--- config.mk ---
export PLATFORM = sky130hd
export DESIGN_NAME = nbit_down_counter
export DESIGN_NICKNAME = d
export VERILOG_FILES = /design/src/rtl/counter_pkg.sv /design/src/rtl/nbit_down_counter.sv
export SDC_FILE = /design/constraint.sdc
export NUM_CORES = 1
export LEC_CHECK = 0
export CAP_MARGIN = 25
export CORE_MARGIN = 3
export CORE_UTILIZATION = 40
export CTS_CLUSTER_DIAMETER = 50
export DETAILED_ROUTE_END_ITERATION = 7
export GPL_TIMING_DRIVEN = 0
export PLACE_DENSITY_LB_ADDON = 0.25
export SETUP_SLACK_MARGIN = 0.1
export SKIP_LAST_GASP = 1
export SYNTH_ARGS = -nofsm -noshare
export SYNTH_HDL_FRONTEND = slang
export SYNTH_SLANG_ARGS = --single-unit
--- constraint.sdc ---
create_clock -name clk -period 2.2 [get_ports clk]
set_clock_uncertainty 0.15 [all_clocks]
set_input_delay 0.66 -clock clk [delete_from_list [all_inputs] [get_ports clk]]
set_output_delay 0.66 -clock clk [all_outputs]
set_load 0.01 [all_outputs]
--- src/rtl/counter_pkg.sv ---
// Shared counter definitions: default modulus and down-counter state encoding.
package counter_pkg;

  localparam int DEFAULT_N = 16;

  typedef logic [1:0] state_t;

  localparam state_t ST_IDLE  = 2'd0;
  localparam state_t ST_RUN   = 2'd1;
  localparam state_t ST_PAUSE = 2'd2;
  localparam state_t ST_DONE  = 2'd3;

endpackage

--- src/rtl/nbit_down_counter.sv ---
// Loadable down-counting timer with one-shot / auto-reload modes and a one-cycle
// registered terminal-count pulse; load wins over counting, reset wins over everything.
module nbit_down_counter
  import counter_pkg::*;
#(
  parameter int N = DEFAULT_N,
  localparam int W = (N > 1) ? $clog2(N) : 1
) (
  input  logic         clk,
  input  logic         rst,
  input  logic         enable,
  input  logic         load,
  input  logic [W-1:0] load_value,
  input  logic         auto_reload,
  output logic [W-1:0] counter_out,
  output logic         tc,
  output logic         busy
);

  localparam logic [W-1:0] MAX_VAL = W'(N - 1);

  state_t       state, state_next;
  logic [W-1:0] count_q, count_next;
  logic [W-1:0] reload_q, reload_next;
  logic         tc_q, tc_next;
  logic [W-1:0] load_sat;

  // Only a non-power-of-two modulus can receive an out-of-range load value.
  generate
    if (N == (1 << W)) begin : g_no_sat
      assign load_sat = load_value;
    end else begin : g_sat
      assign load_sat = (load_value > MAX_VAL) ? MAX_VAL : load_value;
    end
  endgenerate

  always_ff @(posedge clk) begin
    if (rst) begin
      state    <= ST_IDLE;
      count_q  <= '0;
      reload_q <= '0;
      tc_q     <= 1'b0;
    end else begin
      state    <= state_next;
      count_q  <= count_next;
      reload_q <= reload_next;
      tc_q     <= tc_next;
    end
  end

  // PAUSE with enable high decrements on that same edge, so resuming skips nothing.
  always_comb begin
    state_next  = state;
    count_next  = count_q;
    reload_next = reload_q;
    tc_next     = 1'b0;
    if (load) begin
      count_next  = load_sat;
      reload_next = load_sat;
      state_next  = enable ? ST_RUN : ST_PAUSE;
    end else if (state == ST_RUN || state == ST_PAUSE) begin
      if (!enable) begin
        state_next = ST_PAUSE;
      end else if (count_q != '0) begin
        count_next = count_q - W'(1);
        state_next = ST_RUN;
      end else begin
        tc_next = 1'b1;
        if (auto_reload) begin
          count_next = reload_q;
          state_next = ST_RUN;
        end else begin
          state_next = ST_DONE;
        end
      end
    end
  end

  always_comb begin
    busy        = (state == ST_RUN) || (state == ST_PAUSE);
    counter_out = count_q;
    tc          = tc_q;
  end

endmodule

### Yosys cells after proc, flatten, opt, wreduce, memory -nomap -nowiden

Index checks and enable logic that the tools add are counted.
W data, S select, Z words.

* register bits after elaboration: 11
* latch bits: 0
* bits in writable memories: 0
* ROM bits: 0
* output and inout bits: 6
* memories: 0

* add/sub/neg operators: 1
* $mul: 0
* div/mod/pow operators: 0
* magnitude comparators: 0
* equality and inequality tests: 2
* shifts and indexed selects: 0
* mux-type cells: 12
* bitwise gates (word level): 2
* reduce and logical (&&, ||, !) cells: 7

Operator list (number)
* $mux W4: 5
* $mux W2: 6
* $reduce_bool A2 Y1: 2
* $reduce_bool A4 Y1: 1
* $reduce_or A4 Y1: 1
* $sub A4 B1 Y4 const B: 1
* $reduce_and A3 Y1: 1
* $reduce_bool A3 Y1: 1
* $eq A2 B1 Y1 const B: 1
* $eq A2 B2 Y1 const B: 1
* $not A1 Y1: 2
* $logic_or A1 B1 Y1: 1
* $mux W1: 1

### Logic depth before layout (Yosys ltp)

Gate-level depths: netlist (run 1).

* depth after elaboration: 5
* gate-level depth with buffers: 6
* mapped depth without buffers: 6

### Worst setup path after synthesis (run 1)

No wires, ideal clock.

* path kind: input -> register
* start: input port auto_reload
* end: register count_q[1] (netlist: counter_out[1])
* setup time: 86 ps
* arrival: 1511 ps
* data required time: 1964 ps
* path slack: 452 ps
* stages on the path: 4
* path through: or4b_4 > nand3_1 > a21oi_1 > a221oi_2

* longest elaborated chain between the ends: 2

Ends and longest elaborated chain
* start: declaration: RTL line nbit_down_counter.sv:14 `input logic auto_reload,`
* $reduce_bool A3 Y1 (no line)
* $reduce_and A3 Y1 (no line)
* end signal: assignment: RTL line nbit_down_counter.sv:45 `count_q <= count_next;`
* end: declaration: RTL line nbit_down_counter.sv:23 `logic [W-1:0] count_q, count_next;`

Every way passes these cells.
A chain may end at the register's enable or synchronous reset.

### Worst setup path after layout (run 1)

* start: register count_q[3] (netlist: counter_out[3])
* end: output port counter_out[3]

RTL lines
* end: declaration: RTL line nbit_down_counter.sv:15 `output logic [W-1:0] counter_out,`

No word-level cell between the ends.

==> flow_metrics.env, run 1 <==
export IMPL_hp_class="flop to flop"
export IMPL_fill_cells=131
export IMPL_slew_viol_final=0
export IMPL_status="finished, final reports clean"
export IMPL_post_synth_cell_area_avg_um2=8.16
export IMPL_ys_types=25
export IMPL_p_sw_mw=0.144
export IMPL_worstSetupEndpointType="primary output"
export IMPL_syn_num_nets=85
export IMPL_drc_errors=0
export IMPL_yosys_warnings=0
export IMPL_root_buffer="clkbuf_4"
export IMPL_ys_flop_type="dfxtp_1"
export IMPL_clk_latency_ns=0.27
export IMPL_p_seq_share_pct=46.5
export IMPL_power_frac_comb_pct=24.8
export IMPL_place_congestion=0.778
export IMPL_p_clk_share_pct=28.7
export IMPL_wl_met1_um=667
export IMPL_crit_slowest_cell="clkdlybuf4s50_1"
export IMPL_die_area_um2=2030
export IMPL_routedWlPerCell_um=12.1
export IMPL_utilization_pct=58.8
export IMPL_h_tree_depth=1
export IMPL_synth_edff_count=0
export IMPL_antenna_found_initial=0
export IMPL_grt_overflow=0
export IMPL_port_buffers=13
export IMPL_yosysSeqAreaShare_pct=36.0
export IMPL_synth_area_um2=612
export IMPL_ant_nets=0
export IMPL_synth_area_top_cells="dfxtp_1 36%, nor2_1 6.7%, mux2i_1 6.5%"
export IMPL_clockBufferDepth=2
export IMPL_numCtsBuffers=3
export IMPL_core_um2=1370
export IMPL_critPathBufInv=1
export IMPL_tritoncts="done"
export IMPL_place_ws_ns=-0.142
export IMPL_dieWidth_um=45.1
export IMPL_stdcell_area_um2=803
export IMPL_final_setup_worst_slack_ns=0.168
export IMPL_vias=574
export IMPL_dp_cells=103
export IMPL_fmax_ghz=0.492
export IMPL_wl_met2_um=539
export IMPL_crit_type="flop to primary output"
export IMPL_yosys_register_bits=11
export IMPL_viasPerCell=5.31
export IMPL_timing_hold_ws_ns=0.352
export IMPL_wl_met3_um=81
export IMPL_setup_viol=0
export IMPL_totalNegativeSetupSlack_ns=0
export IMPL_hold_viol=0
export IMPL_clk_pin_slew_worst_paths_ns=0.07
export IMPL_max_slew_margin_rel_pct=67.4
export IMPL_p_sw_share_pct=29.4
export IMPL_grt_start_max_net_pins=11
export IMPL_rows=13
export IMPL_power_total_mw=0.491
export IMPL_initial_core_util_pct=44.8
export IMPL_regArea_um2=225
export IMPL_min_period_ns=2.03
export IMPL_async_flop_share_pct=0
export IMPL_fin_cells=108
export IMPL_area_growth_pct=31.3
export IMPL_synth_top_area_cell="dfxtp_1"
export IMPL_grt_usage_pct=15.8
export IMPL_drive_gt1_share_pct=15.1
export IMPL_place_area_um2=761
export IMPL_cts_sinks=11
export IMPL_ir_drop_v=0.000338
export IMPL_die_y_um=45.1
export IMPL_powerDensity_nw_per_um2=612
export IMPL_drt_iter0_markers=12
export IMPL_critPathRequiredTime_ns=1.39
export IMPL_p_int_mw=0.347
export IMPL_wirelength_mm=1.31
export IMPL_slowest_delay_ns=0.55
export IMPL_antenna_cells=0
export IMPL_top_layer="met4"
export IMPL_cp_start_kind="flop"
export IMPL_cp_arrival_ns=1.22
export IMPL_cp_cell_sequence="clkdlybuf4s50_1"
export IMPL_grt_pass1_wl_mm=2.34
export IMPL_synth_cells=75
export IMPL_cap_viol_max_count=0
export IMPL_dr_pass1_iters=4
export IMPL_tightest_slew_ns=0.488
export IMPL_rsz0062_at_grt="no"
export IMPL_ys_top_cells_by_count="11 x dfxtp_1, 11 x nor2_1, 7 x a21oi_1, 7 x inv_1, 5 x o21ai_0"
export IMPL_path_max_fanout=7
export IMPL_layout_nets=104
export IMPL_multi_input_area_um2=353
export IMPL_power_leakage_nw=0.348
export IMPL_grt_pass1_vias=514
export IMPL_cts_hold_fix_buffers=0
export IMPL_path_delay_family="buffers and inverters"
export IMPL_io_pins=15
export IMPL_synth_top_cell_area_share_pct=36.0
export IMPL_period_share_pct=92.4
export IMPL_hpwl_um=966
-- logic make-up after synthesis --
logic type,Yosys count,synth area share (%)
compound gates,24,26.8
simple gates,24,19.6
flops,11,36.0
buf+inv,10,6.34
mux,4,6.54
xor+xnor,1,2.66
fa+ha+maj,1,2.04
-- worst paths after layout --
check,start,endpoint,slack [ns],depth (start not counted)
max reg2reg,counter_out[0]$_SDFFE_PP0P_,counter_out[1]$_SDFFE_PP0P_,0.35,6
min,reload_q[1]$_SDFFE_PP0P_,reload_q[1]$_SDFFE_PP0P_,0.35,2
min reg2reg,reload_q[1]$_SDFFE_PP0P_,reload_q[1]$_SDFFE_PP0P_,0.35,2
max,counter_out[3]$_SDFFE_PP0P_,counter_out[3],0.17,1
-- flip-flops by register name, indices dropped and copies added (netlist names) --
register     flops
state            2
reload_q         4
counter_out      4
tc               1
-- layer usage --
layer	GRT usage [%]	vias to the layer above
met4	7.60	0
li1	-	303
met2	21.8	14
met1	21.4	255
met3	5.98	2
met5	0	-
-- area by class of cell --
cell class | instances | area share, %
Inverter | 7 | 3.27
Timing Repair Buffer | 14 | 17.6
Clock buffer | 4 | 3.27
Buffer | 3 | 1.56
Multi-Input combinational cell | 54 | 43.9
Sequential cell | 11 | 28.0
Tap cell | 15 | 2.34
-- cells in the final DEF, fill, tap and decap left out, types with 2 or more instances in the layout --
master / count
a21oi_1: 7
inv_1: 7
nor2_1: 11
o21bai_1: 2
dfxtp_1: 7
o21ai_0: 5
nand2_1: 4
and3_1: 2
nand3_1: 2
clkbuf_4: 3
a211oi_1: 2
dfxtp_2: 4
dlymetal6s2s_1: 2
mux2i_1: 4
clkdlybuf4s50_1: 10
a22oi_1: 2
a31oi_1: 2
clkbuf_1: 3
a221oi_2: 2
-- power by group through the flow --
stage          Combinational, mW  Sequential [mW]  Clock (mW)
3_3_place_gp               0.119            0.231           0
4_1_cts                    0.124            0.228       0.149
6_report                   0.122            0.228       0.141
5_1_grt                    0.137            0.231       0.160
2_1_floorplan             0.0728            0.231           0
3_5_place_dp               0.121            0.232           0
-- timing repair --
action,4_1_cts,5_1_grt
buffers inserted,1,0
gates cloned,0,0
gates resized for setup,4,3
endpoints found under the setup margin,3,3
pin swaps,1,0
Note: power is estimated with default switching activity, not from simulation.
==> inputs of run 2 (changes only) <==
--- a/config.mk
+++ b/config.mk
@@ -11,6 +11,7 @@
 export CTS_CLUSTER_DIAMETER = 50
 export DETAILED_ROUTE_END_ITERATION = 7
 export GPL_TIMING_DRIVEN = 0
+export HOLD_SLACK_MARGIN = 0.15
 export PLACE_DENSITY_LB_ADDON = 0.25
 export SETUP_SLACK_MARGIN = 0.1
 export SKIP_LAST_GASP = 1
==> results of run 2 <==
No change in the layout: final DEF, timing and power equal those of run 1.
==> inputs of run 3 (changes only) <==
--- a/config.mk
+++ b/config.mk
@@ -15,6 +15,8 @@
 export PLACE_DENSITY_LB_ADDON = 0.25
 export SETUP_SLACK_MARGIN = 0.1
 export SKIP_LAST_GASP = 1
+export SLEW_MARGIN = 20
 export SYNTH_ARGS = -nofsm -noshare
 export SYNTH_HDL_FRONTEND = slang
 export SYNTH_SLANG_ARGS = --single-unit
+export TNS_END_PERCENT = 1
==> flow_metrics.env, run 3 (synthesized netlist as in run 1, its figures left out) <==
export IMPL_drive_gt1_share_pct=14.0
export IMPL_clockBufferDepth=2
export IMPL_path_max_fanout=5
export IMPL_area_growth_pct=30.3
export IMPL_fmax_ghz=0.489
export IMPL_rows=13
export IMPL_dr_pass1_iters=4
export IMPL_setup_viol=0
export IMPL_place_congestion=0.778
export IMPL_die_area_um2=2030
export IMPL_rsz0062_at_grt="yes"
export IMPL_hpwl_um=966
export IMPL_cap_viol_max_count=0
export IMPL_min_from="reload_q[1]$_SDFFE_PP0P_"
export IMPL_grt_overflow=0
export IMPL_final_setup_worst_slack_ns=0.155
export IMPL_cp_arrival_ns=2.09
export IMPL_antenna_found_initial=0
export IMPL_p_sw_share_pct=29.4
export IMPL_clk_latency_ns=0.27
export IMPL_min_period_ns=2.05
export IMPL_layout_common_cells="12 x clkdlybuf4s50_1, 11 x nor2_1, 8 x dfxtp_1"
export IMPL_p_int_mw=0.347
export IMPL_powerDensity_nw_per_um2=617
export IMPL_place_area_um2=761
export IMPL_critPathRequiredTime_ns=2.24
export IMPL_ant_nets=0
export IMPL_r2r_start="counter_out[0]$_SDFFE_PP0P_"
export IMPL_initial_core_util_pct=44.8
export IMPL_layout_nets=104
export IMPL_r2r_end="counter_out[1]$_SDFFE_PP0P_"
export IMPL_tritoncts="done"
export IMPL_die_y_um=45.1
export IMPL_cts_hold_fix_buffers=0
export IMPL_worstSetupEndpointType="flop"
export IMPL_p_seq_share_pct=46.4
export IMPL_status="finished, final reports clean"
export IMPL_root_buffer="clkbuf_4"
export IMPL_p_clk_share_pct=28.7
export IMPL_rr_worst_depth=6
export IMPL_worstSetupEndpoint="counter_out[1]$_SDFFE_PP0P_"
export IMPL_drt_iter0_markers=12
export IMPL_place_ws_ns=-0.142
export IMPL_grt_start_max_net_pins=11
export IMPL_slew_viol_final=0
export IMPL_numCtsBuffers=3
export IMPL_port_buffers=13
export IMPL_period_share_pct=93.0
export IMPL_power_frac_comb_pct=24.9
export IMPL_grt_usage_pct=15.8
export IMPL_io_pins=15
export IMPL_p_sw_mw=0.145
export IMPL_wirelength_mm=1.31
export IMPL_vias=579
export IMPL_power_leakage_nw=0.324
export IMPL_grt_pass1_vias=514
export IMPL_stdcell_area_um2=797
export IMPL_h_tree_depth=1
export IMPL_final_common_cell="clkdlybuf4s50_1"
export IMPL_ir_drop_v=0.000339
export IMPL_core_um2=1370
export IMPL_cp_start_kind="primary input"
export IMPL_antenna_cells=0
export IMPL_hp_class="flop to flop"
export IMPL_grt_pass1_wl_mm=2.34
export IMPL_drc_errors=0
export IMPL_crit_start="auto_reload"
export IMPL_tightest_slew_ns=0.490
export IMPL_max_slew_margin_rel_pct=67.3
export IMPL_viasPerCell=5.36
export IMPL_clk_pin_slew_worst_paths_ns=0.07
export IMPL_routedWlPerCell_um=12.1
export IMPL_hold_viol=0
export IMPL_dieWidth_um=45.1
export IMPL_setup_reg_to_reg_worst_slack_ns=0.33
export IMPL_cts_sinks=11
export IMPL_crit_type="primary input to flop"
[run 3: cell types whose count changed in the layout (fill, tap and decap cells not counted), sizes merged]
cell / delta
dlymetal6s2s: -2
clkdlybuf4s50: +2
[run 3: cell type report]
type | count | area, um2
Timing Repair Buffer | 14 | 136
Inverter | 7 | 26.3
Buffer | 3 | 12.5
Tap cell | 15 | 18.8
Fill cell | 133 | 569
Multi-Input combinational cell | 54 | 353
Sequential cell | 11 | 224
Clock buffer | 4 | 26.3
[run 3: power groups by stage]
stage          sequential [mW]  combinational, mW  clock (mW)
2_1_floorplan            0.231             0.0728           0
3_3_place_gp             0.231              0.119           0
3_5_place_dp             0.232              0.121           0
4_1_cts                  0.227              0.124       0.149
5_1_grt                  0.231              0.137       0.160
6_report                 0.228              0.123       0.141
[run 3: critical path, cell delays in order]
cell             delay (ns)
clkdlybuf4s50_1        0.49
or4b_4                 0.53
nand3_1                0.10
a21oi_1                0.09
a221oi_2               0.23
[run 3: stage by stage]
step,util [%],hold WS (ns),TNS (ns),instances,total power [mW]
global placement,55.7,0.325,-0.239,103,0.351
global route,58.3,0.383,0,108,0.528
CTS,58.2,0.354,0,108,0.500
floorplan,-,0.302,0,75,0.304
detailed placement,55.7,0.332,-0.262,103,0.353
finish,58.3,0.350,0,108,0.492
[run 3: timing repair]
item                       in CTS  in global routing
buffers inserted                1                  0
pin swaps                       1                  0
gates resized for setup         2                  2
setup endpoints to repair       3                  4
[run 3: worst min path at each step]
stage	end	slack [ns]	cells after the start
after global routing	reload_q[1]$_SDFFE_PP0P_	0.38	2
after global placement	reload_q[1]$_SDFFE_PP0P_	0.32	2
after CTS	reload_q[1]$_SDFFE_PP0P_	0.35	2
final	reload_q[1]$_SDFFE_PP0P_	0.35	2
after floorplan	reload_q[1]$_SDFFE_PP0P_	0.30	2
after detailed placement	reload_q[1]$_SDFFE_PP0P_	0.33	2
[run 3: per-layer routing]
metal,up-vias,routed length (um),track usage [%]
met5,-,0,0
met4,0,16,7.60
met3,2,71,5.98
met2,12,541,21.8
met1,262,679,21.4
li1,303,-,-
